[src/rtl/alu_exec_unit.sv]
`default_nettype none
// ============================================================================
// Module   : alu_exec_unit
// Brief    : RV32I/RV64I integer execute stage with valid/ready handshakes and
//            an iterative multi-cycle shifter.
// Revision : 1.0 - initial release
// ============================================================================
module alu_exec_unit #(
    parameter int XLEN       = 32,
    parameter int SHIFT_STEP = 1
) (
    input  logic            clk,
    input  logic            rst,
    input  logic            in_valid,
    output logic            in_ready,
    input  logic [10:0]     funct_code,
    input  logic [XLEN-1:0] rs1_data,
    input  logic [XLEN-1:0] rs2_data,
    input  logic [XLEN-1:0] imm,
    output logic            out_valid,
    input  logic            out_ready,
    output logic [XLEN-1:0] result,
    output logic [4:0]      alu_op,
    output logic            illegal
);

    localparam int SHW = $clog2(XLEN);

    localparam logic [6:0] c_opc_r = 7'b0110011;
    localparam logic [6:0] c_opc_i = 7'b0010011;

    localparam logic [4:0] c_add  = 5'd1,  c_addi  = 5'd2,  c_or   = 5'd3;
    localparam logic [4:0] c_ori  = 5'd4,  c_xor   = 5'd5,  c_xori = 5'd6;
    localparam logic [4:0] c_and  = 5'd7,  c_andi  = 5'd8,  c_sub  = 5'd9;
    localparam logic [4:0] c_slt  = 5'd10, c_slti  = 5'd11, c_sltu = 5'd12;
    localparam logic [4:0] c_sltiu = 5'd13, c_slli = 5'd14, c_srli = 5'd15;
    localparam logic [4:0] c_srai = 5'd16, c_sll   = 5'd17, c_srl  = 5'd18;
    localparam logic [4:0] c_sra  = 5'd19;

    localparam logic [SHW:0] c_step = (SHW+1)'(SHIFT_STEP);

    localparam logic [0:0] c_st_idle  = 1'b0;
    localparam logic [0:0] c_st_shift = 1'b1;

    logic [0:0]      r_state, w_state_nxt;
    logic [XLEN-1:0] r_acc;
    logic [SHW:0]    r_rem;
    logic            r_sh_left, r_sh_arith;
    logic [4:0]      r_sh_op;
    logic            r_out_valid;
    logic [XLEN-1:0] r_result;
    logic [4:0]      r_alu_op;
    logic            r_illegal;

    logic [6:0]      w_opcode;
    logic [2:0]      w_f3;
    logic            w_f7b5;
    logic [4:0]      w_op;
    logic            w_illegal;
    logic [XLEN-1:0] w_b;
    logic [SHW-1:0]  w_shamt;
    logic            w_is_shl, w_is_shr, w_is_arith, w_start_shift;
    logic [XLEN-1:0] w_alu_res;
    logic            w_accept, w_in_ready;
    logic [SHW:0]    w_step, w_rem_nxt;
    logic [XLEN-1:0] w_acc_sra, w_acc_nxt;

    assign w_opcode = funct_code[6:0];
    assign w_f3     = funct_code[9:7];
    assign w_f7b5   = funct_code[10];

    always_comb begin
        w_op = 5'd0;
        if (w_opcode == c_opc_r) begin
            case ({w_f7b5, w_f3})
                4'b0000: w_op = c_add;
                4'b0110: w_op = c_or;
                4'b0100: w_op = c_xor;
                4'b0111: w_op = c_and;
                4'b1000: w_op = c_sub;
                4'b0010: w_op = c_slt;
                4'b0011: w_op = c_sltu;
                4'b0001: w_op = c_sll;
                4'b0101: w_op = c_srl;
                4'b1101: w_op = c_sra;
                default: w_op = 5'd0;
            endcase
        end else if (w_opcode == c_opc_i) begin
            case (w_f3)
                3'b000: w_op = c_addi;
                3'b110: w_op = c_ori;
                3'b100: w_op = c_xori;
                3'b111: w_op = c_andi;
                3'b010: w_op = c_slti;
                3'b011: w_op = c_sltiu;
                3'b001: w_op = w_f7b5 ? 5'd0 : c_slli;
                default: w_op = w_f7b5 ? c_srai : c_srli;
            endcase
        end
    end

    assign w_illegal  = (w_op == 5'd0);
    assign w_b        = (w_opcode == c_opc_r) ? rs2_data : imm;
    assign w_shamt    = w_b[SHW-1:0];
    assign w_is_shl   = (w_op == c_sll) || (w_op == c_slli);
    assign w_is_arith = (w_op == c_sra) || (w_op == c_srai);
    assign w_is_shr   = w_is_arith || (w_op == c_srl) || (w_op == c_srli);
    assign w_start_shift = (w_is_shl || w_is_shr) && (w_shamt != '0);

    // Shifts by zero finish in one cycle, so the shift ops pass rs1 through here.
    always_comb begin
        w_alu_res = '0;
        case (w_op)
            c_add, c_addi:   w_alu_res = rs1_data + w_b;
            c_sub:           w_alu_res = rs1_data - w_b;
            c_or, c_ori:     w_alu_res = rs1_data | w_b;
            c_xor, c_xori:   w_alu_res = rs1_data ^ w_b;
            c_and, c_andi:   w_alu_res = rs1_data & w_b;
            c_slt, c_slti:   w_alu_res = {{(XLEN-1){1'b0}}, ($signed(rs1_data) < $signed(w_b))};
            c_sltu, c_sltiu: w_alu_res = {{(XLEN-1){1'b0}}, (rs1_data < w_b)};
            c_sll, c_slli, c_srl, c_srli, c_sra, c_srai: w_alu_res = rs1_data;
            default:         w_alu_res = '0;
        endcase
    end

    assign w_step    = (r_rem < c_step) ? r_rem : c_step;
    assign w_rem_nxt = r_rem - w_step;
    // Kept as its own signed net so the ternary below cannot demote it to a logical shift.
    assign w_acc_sra = $signed(r_acc) >>> w_step;
    assign w_acc_nxt = r_sh_left ? (r_acc << w_step)
                     : (r_sh_arith ? w_acc_sra : (r_acc >> w_step));

    assign w_in_ready = (r_state == c_st_idle) && (!r_out_valid || out_ready) && !rst;
    assign w_accept   = in_valid && w_in_ready;

    always_comb begin
        w_state_nxt = r_state;
        case (r_state)
            c_st_idle:  if (w_accept && w_start_shift) w_state_nxt = c_st_shift;
            default:    if (w_rem_nxt == '0) w_state_nxt = c_st_idle;
        endcase
    end

    always_ff @(posedge clk) begin
        if (rst) begin
            r_state     <= c_st_idle;
            r_out_valid <= 1'b0;
            r_result    <= '0;
            r_alu_op    <= 5'd0;
            r_illegal   <= 1'b0;
            r_acc       <= '0;
            r_rem       <= '0;
            r_sh_left   <= 1'b0;
            r_sh_arith  <= 1'b0;
            r_sh_op     <= 5'd0;
        end else begin
            r_state <= w_state_nxt;
            if (r_state == c_st_idle) begin
                if (w_accept && w_start_shift) begin
                    r_acc       <= rs1_data;
                    r_rem       <= {1'b0, w_shamt};
                    r_sh_left   <= w_is_shl;
                    r_sh_arith  <= w_is_arith;
                    r_sh_op     <= w_op;
                    r_out_valid <= 1'b0;
                end else if (w_accept) begin
                    r_result    <= w_alu_res;
                    r_alu_op    <= w_op;
                    r_illegal   <= w_illegal;
                    r_out_valid <= 1'b1;
                end else if (r_out_valid && out_ready) begin
                    r_out_valid <= 1'b0;
                end
            end else begin
                r_acc <= w_acc_nxt;
                r_rem <= w_rem_nxt;
                if (w_rem_nxt == '0) begin
                    r_result    <= w_acc_nxt;
                    r_alu_op    <= r_sh_op;
                    r_illegal   <= 1'b0;
                    r_out_valid <= 1'b1;
                end
            end
        end
    end

    assign in_ready  = w_in_ready;
    assign out_valid = r_out_valid;
    assign result    = r_result;
    assign alu_op    = r_alu_op;
    assign illegal   = r_illegal;

endmodule
`default_nettype wire

[config.mk]
export PLATFORM = sky130hd
export DESIGN_NAME = alu_exec_unit
export DESIGN_NICKNAME = d
export VERILOG_FILES = /design/src/rtl/alu_exec_unit.sv
export SDC_FILE = /design/constraint.sdc
export NUM_CORES = 1
export LEC_CHECK = 0
export CORE_MARGIN = 2
export CORE_UTILIZATION = 52
export DETAILED_ROUTE_END_ITERATION = 10
export GPL_ROUTABILITY_DRIVEN = 1
export HOLD_SLACK_MARGIN = 0.06
export MAX_ROUTING_LAYER = met4
export PLACE_DENSITY = 0.79
export SLEW_MARGIN = 20
export SYNTH_ARGS = -nofsm -noshare
export SYNTH_HDL_FRONTEND = slang
export SYNTH_SLANG_ARGS = --single-unit
[constraint.sdc]
create_clock -name clk -period 5.57 [get_ports clk]
set_input_delay 1.114 -clock clk [delete_from_list [all_inputs] [get_ports clk]]
set_output_delay 1.114 -clock clk [all_outputs]
set_load 0.005 [all_outputs]
==> results.toml <==
[clocking]
path_clk_slew_ps = 70
numCtsBuffers = 9
clk_latency_ps = 370
hold_buffers = 0
clk_root_buffer_cell = "clkbuf_16"
cts_max_level = 3
clock-sinks = 85
cts_tree = "done"
max-clock-path-buffers = 2

[drt]
wl_per_cell_um = 24.2
route.antenna.remaining_nets = 0
vias = 13551
avgViaCountPerCell = 6.68
drtPass1Iterations = 7
drt_iter0_drc = 1715
wl_um = 49000
drcViolationCount = 0

[synthesis]
syn_nets = 1774
yosys.cell_types.count = 91
yosys_most_used_dff = "dfxtp_1"
synth_area_mm2 = 0.0110
yosys_warnings = 0
synthArstFlopShare = 0
synthCells = 1549
syn_area_per_cell_um2 = 7.08
yosysSeqAreaShare = 0.155
ys_seq_elements = 85
synth_edf_count = 0

[timing]
max_slew.worst_pin.slew_ps = 1110
max_freq_mhz = 184
rsz0062_at_grt = "no"
fin_crit_ps = 5430
hold_ws_ps = 454
maxSlewHeadroom = 0.260
finalMaxSlewViolations = 0
finalCritPeriodShare = 0.975
setup_viol = 0
clock_skew_ps = 10.6
finalHoldViolations = 0

[die]
initial_core_util = 0.525
fp.dieArea_mm2 = 0.0223
die_w_um = 149
boundaryPins = 151
core_mm2 = 0.0209
die_h_um = 149
rows = 53

[final_layout]
diodes = 0
fillers = 1897
fin_area_mm2 = 0.0139
finalNetCount = 1974
multiInputGateArea_mm2 = 0.00849
seq_area_mm2 = 0.00170
drive_above_1_share = 0.137
utilization = 0.666
synthToLayoutAreaGrowth_pct = 26.9

[worst_setup_path]
cp.required_ps = 5790
worstReg2RegEnd = "result[24]$_SDFFE_PP0P_"
cp_cell_sequence = "clkdlybuf4s50_1 > or4b_4 > buf_4 > or3_4 > and2_1 > inv_1 > ha_1 > o21ai_0 > o21ai_0 > a21oi_1 > a211oi_1 > or2_2 > a311o_1 > xnor2_1 > nor2_1 > a211oi_1 > o22ai_1"
critPathSlowestCell = "or4b_4"
worstPathMaxFanout = 8
reg2reg_slack_ps = 2420
end_kind = "flip-flop"
arrival_ps = 5650
ff2ff_path_depth = 13
cp-start-kind = "primary input"
critical_path_class = "primary input to flip-flop"
crit_path_max_incr_delay_ps = 580
r2r_start = "r_rem[1]$_SDFFE_PP0P_"

[power]
power.density_mw_per_mm2 = 156
ir_drop_mv = 0.137
leakagePower_nw = 5.38
clkPwrFrac = 0.305
pwr-share-seq = 0.289
pwr-share-comb = 0.406
switchingPower_w = 0.000813
p_int_w = 0.00135
switching_share = 0.375

[run_status]
status = "complete, no violations"

[hold_path]
min_path_cells = 2
holdPathEnd = "result[4]$_SDFFE_PP0P_"
hold_class = "flip-flop to flip-flop"
hp-start = "result[4]$_SDFFE_PP0P_"

[placed_design]
dp_hpwl_um = 37500
io_buffer_count = 150
gp_congestion = 1.08
dpl_cell_area_mm2 = 0.0136

[global_routing]
grt_max_degree = 74
grtUsageTotal = 0.447
antenna_found_initial = 0
gr-total-overflow = 0
grt_pass1_wl_um = 74100
grt_pass1_vias = 12774

[flow_run]
maxCapViolations = 0
## flip-flops by register name (all words and copies together) (netlist names)
register	flops
r_acc	32
result	32
r_rem	6
alu_op	5
r_sh_op	5
illegal	1
out_valid	1
r_sh_arith	1
r_sh_left	1
r_state	1
## worst max-delay path, delay by kind of cell
kind	cells	cell delay, ps
AO/OA/AOI/OAI	7	1700
AND/OR/NAND/NOR	5	1630
buffers and inverters	3	740
adder cells (fa/ha/maj)	1	320
XOR/XNOR	1	140
## per-layer routing
| layer | GRT usage | wire length (µm) | share of wire | vias up |
|---|---|---|---|---|
| li1 | - | - | - | 6096 |
| met1 | 0.573 | 19800 | 0.40 | 6331 |
| met2 | 0.677 | 21100 | 0.43 | 933 |
| met3 | 0.0896 | 5560 | 0.11 | 191 |
| met4 | 0.207 | 2540 | 0.052 | 0 |
| met5 | - | 0 | 0 | - |
## worst max-delay path by stage
stage | from | to | slack (ps) | depth (start not counted)
after global placement | funct_code[6] | result[24]$_SDFFE_PP0P_ | -140 | 18
final | funct_code[6] | result[19]$_SDFFE_PP0P_ | 140 | 17
after detailed placement | funct_code[6] | result[24]$_SDFFE_PP0P_ | -190 | 18
after CTS | funct_code[6] | result[24]$_SDFFE_PP0P_ | 180 | 18
after global routing | funct_code[6] | result[23]$_SDFFE_PP0P_ | 30 | 17
after floorplan | funct_code[6] | result[0]$_SDFFE_PP0P_ | 330 | 16
## power by group through the flow
stage	sequential (W)	combinational, W	clock (W)
4_1_cts	0.000626	0.000850	0.000658
6_report	0.000626	0.000880	0.000660
5_1_grt	0.000627	0.000938	0.000683
3_5_place_dp	0.000640	0.000844	0
2_1_floorplan	0.000639	0.000457	0
3_3_place_gp	0.000640	0.000842	0
## through the flow
step           setup TNS [ps]  instances  worst slack (ps)  power [W]
6_report                    0       2029               140    0.00217
5_1_grt                     0       2029              27.7    0.00225
4_1_cts                     0       2029               177    0.00213
3_5_place_dp             -727       2013              -190    0.00148
3_3_place_gp             -295       2013              -143    0.00148
2_1_floorplan               0       1549               325    0.00110
## Yosys cell counts, drive strengths merged (30+ instances only)
| cell | n | area share |
|---|---|---|
| dfxtp | 85 | 0.16 |
| nand2 | 147 | 0.050 |
| clkbuf | 76 | 0.026 |
| o211ai | 47 | 0.034 |
| a31oi | 46 | 0.027 |
| inv | 111 | 0.038 |
| buf | 30 | 0.013 |
| nor3 | 38 | 0.017 |
| a21oi | 126 | 0.059 |
| nand3 | 52 | 0.024 |
| mux2 | 31 | 0.032 |
| nor2 | 138 | 0.047 |
| o21ai | 113 | 0.052 |
| a211oi | 43 | 0.032 |
| ha | 113 | 0.13 |
| mux2i | 36 | 0.033 |
## layout make-up
| cell class | instances | area share |
|---|---|---|
| multi-input cells | 1247 | 0.610 |
| repair buffers | 295 | 0.191 |
| flip-flops and latches | 85 | 0.122 |
| inverters | 111 | 0.0299 |
| well taps | 275 | 0.0247 |
| clock buffers | 9 | 0.0162 |
| clock inverters | 7 | 0.00566 |
## cell families after synthesis
logic type	Yosys count	synth area share
AO/OA/AOI/OAI	562	0.347
XOR/XNOR	25	0.0200
adder cells (fa/ha/maj)	114	0.131
buffers and inverters	217	0.0772
flip-flops	85	0.155
multiplexers	67	0.0647
AND/OR/NAND/NOR	479	0.205
## placed cells by master, fill, tap and decap left out, types with 10 or more instances in the layout
cell	count
clkdlybuf4s50_1	149
nand2_1	146
buf_4	139
nor2_1	136
a21oi_1	123
ha_1	113
inv_1	111
o21ai_0	104
dfxtp_1	83
nand3_1	51
o211ai_1	44
a31oi_1	43
nor3_1	37
a211oi_1	36
mux2i_1	35
mux2_2	31
xnor2_1	22
nor4_1	19
a21o_1	19
o21a_1	19
o22ai_1	16
a221oi_1	13
nand2b_1	12
o31ai_1	12
or3_1	11
o21bai_1	11
and3_1	10
a211o_1	10
## timing repair
action,4_1_cts,5_1_grt
setup buffers,0,0
endpoints found under the setup margin,0,3
gates resized for setup,0,3
hold endpoints to repair,0,0
Note: power is estimated with default switching activity, not from simulation.
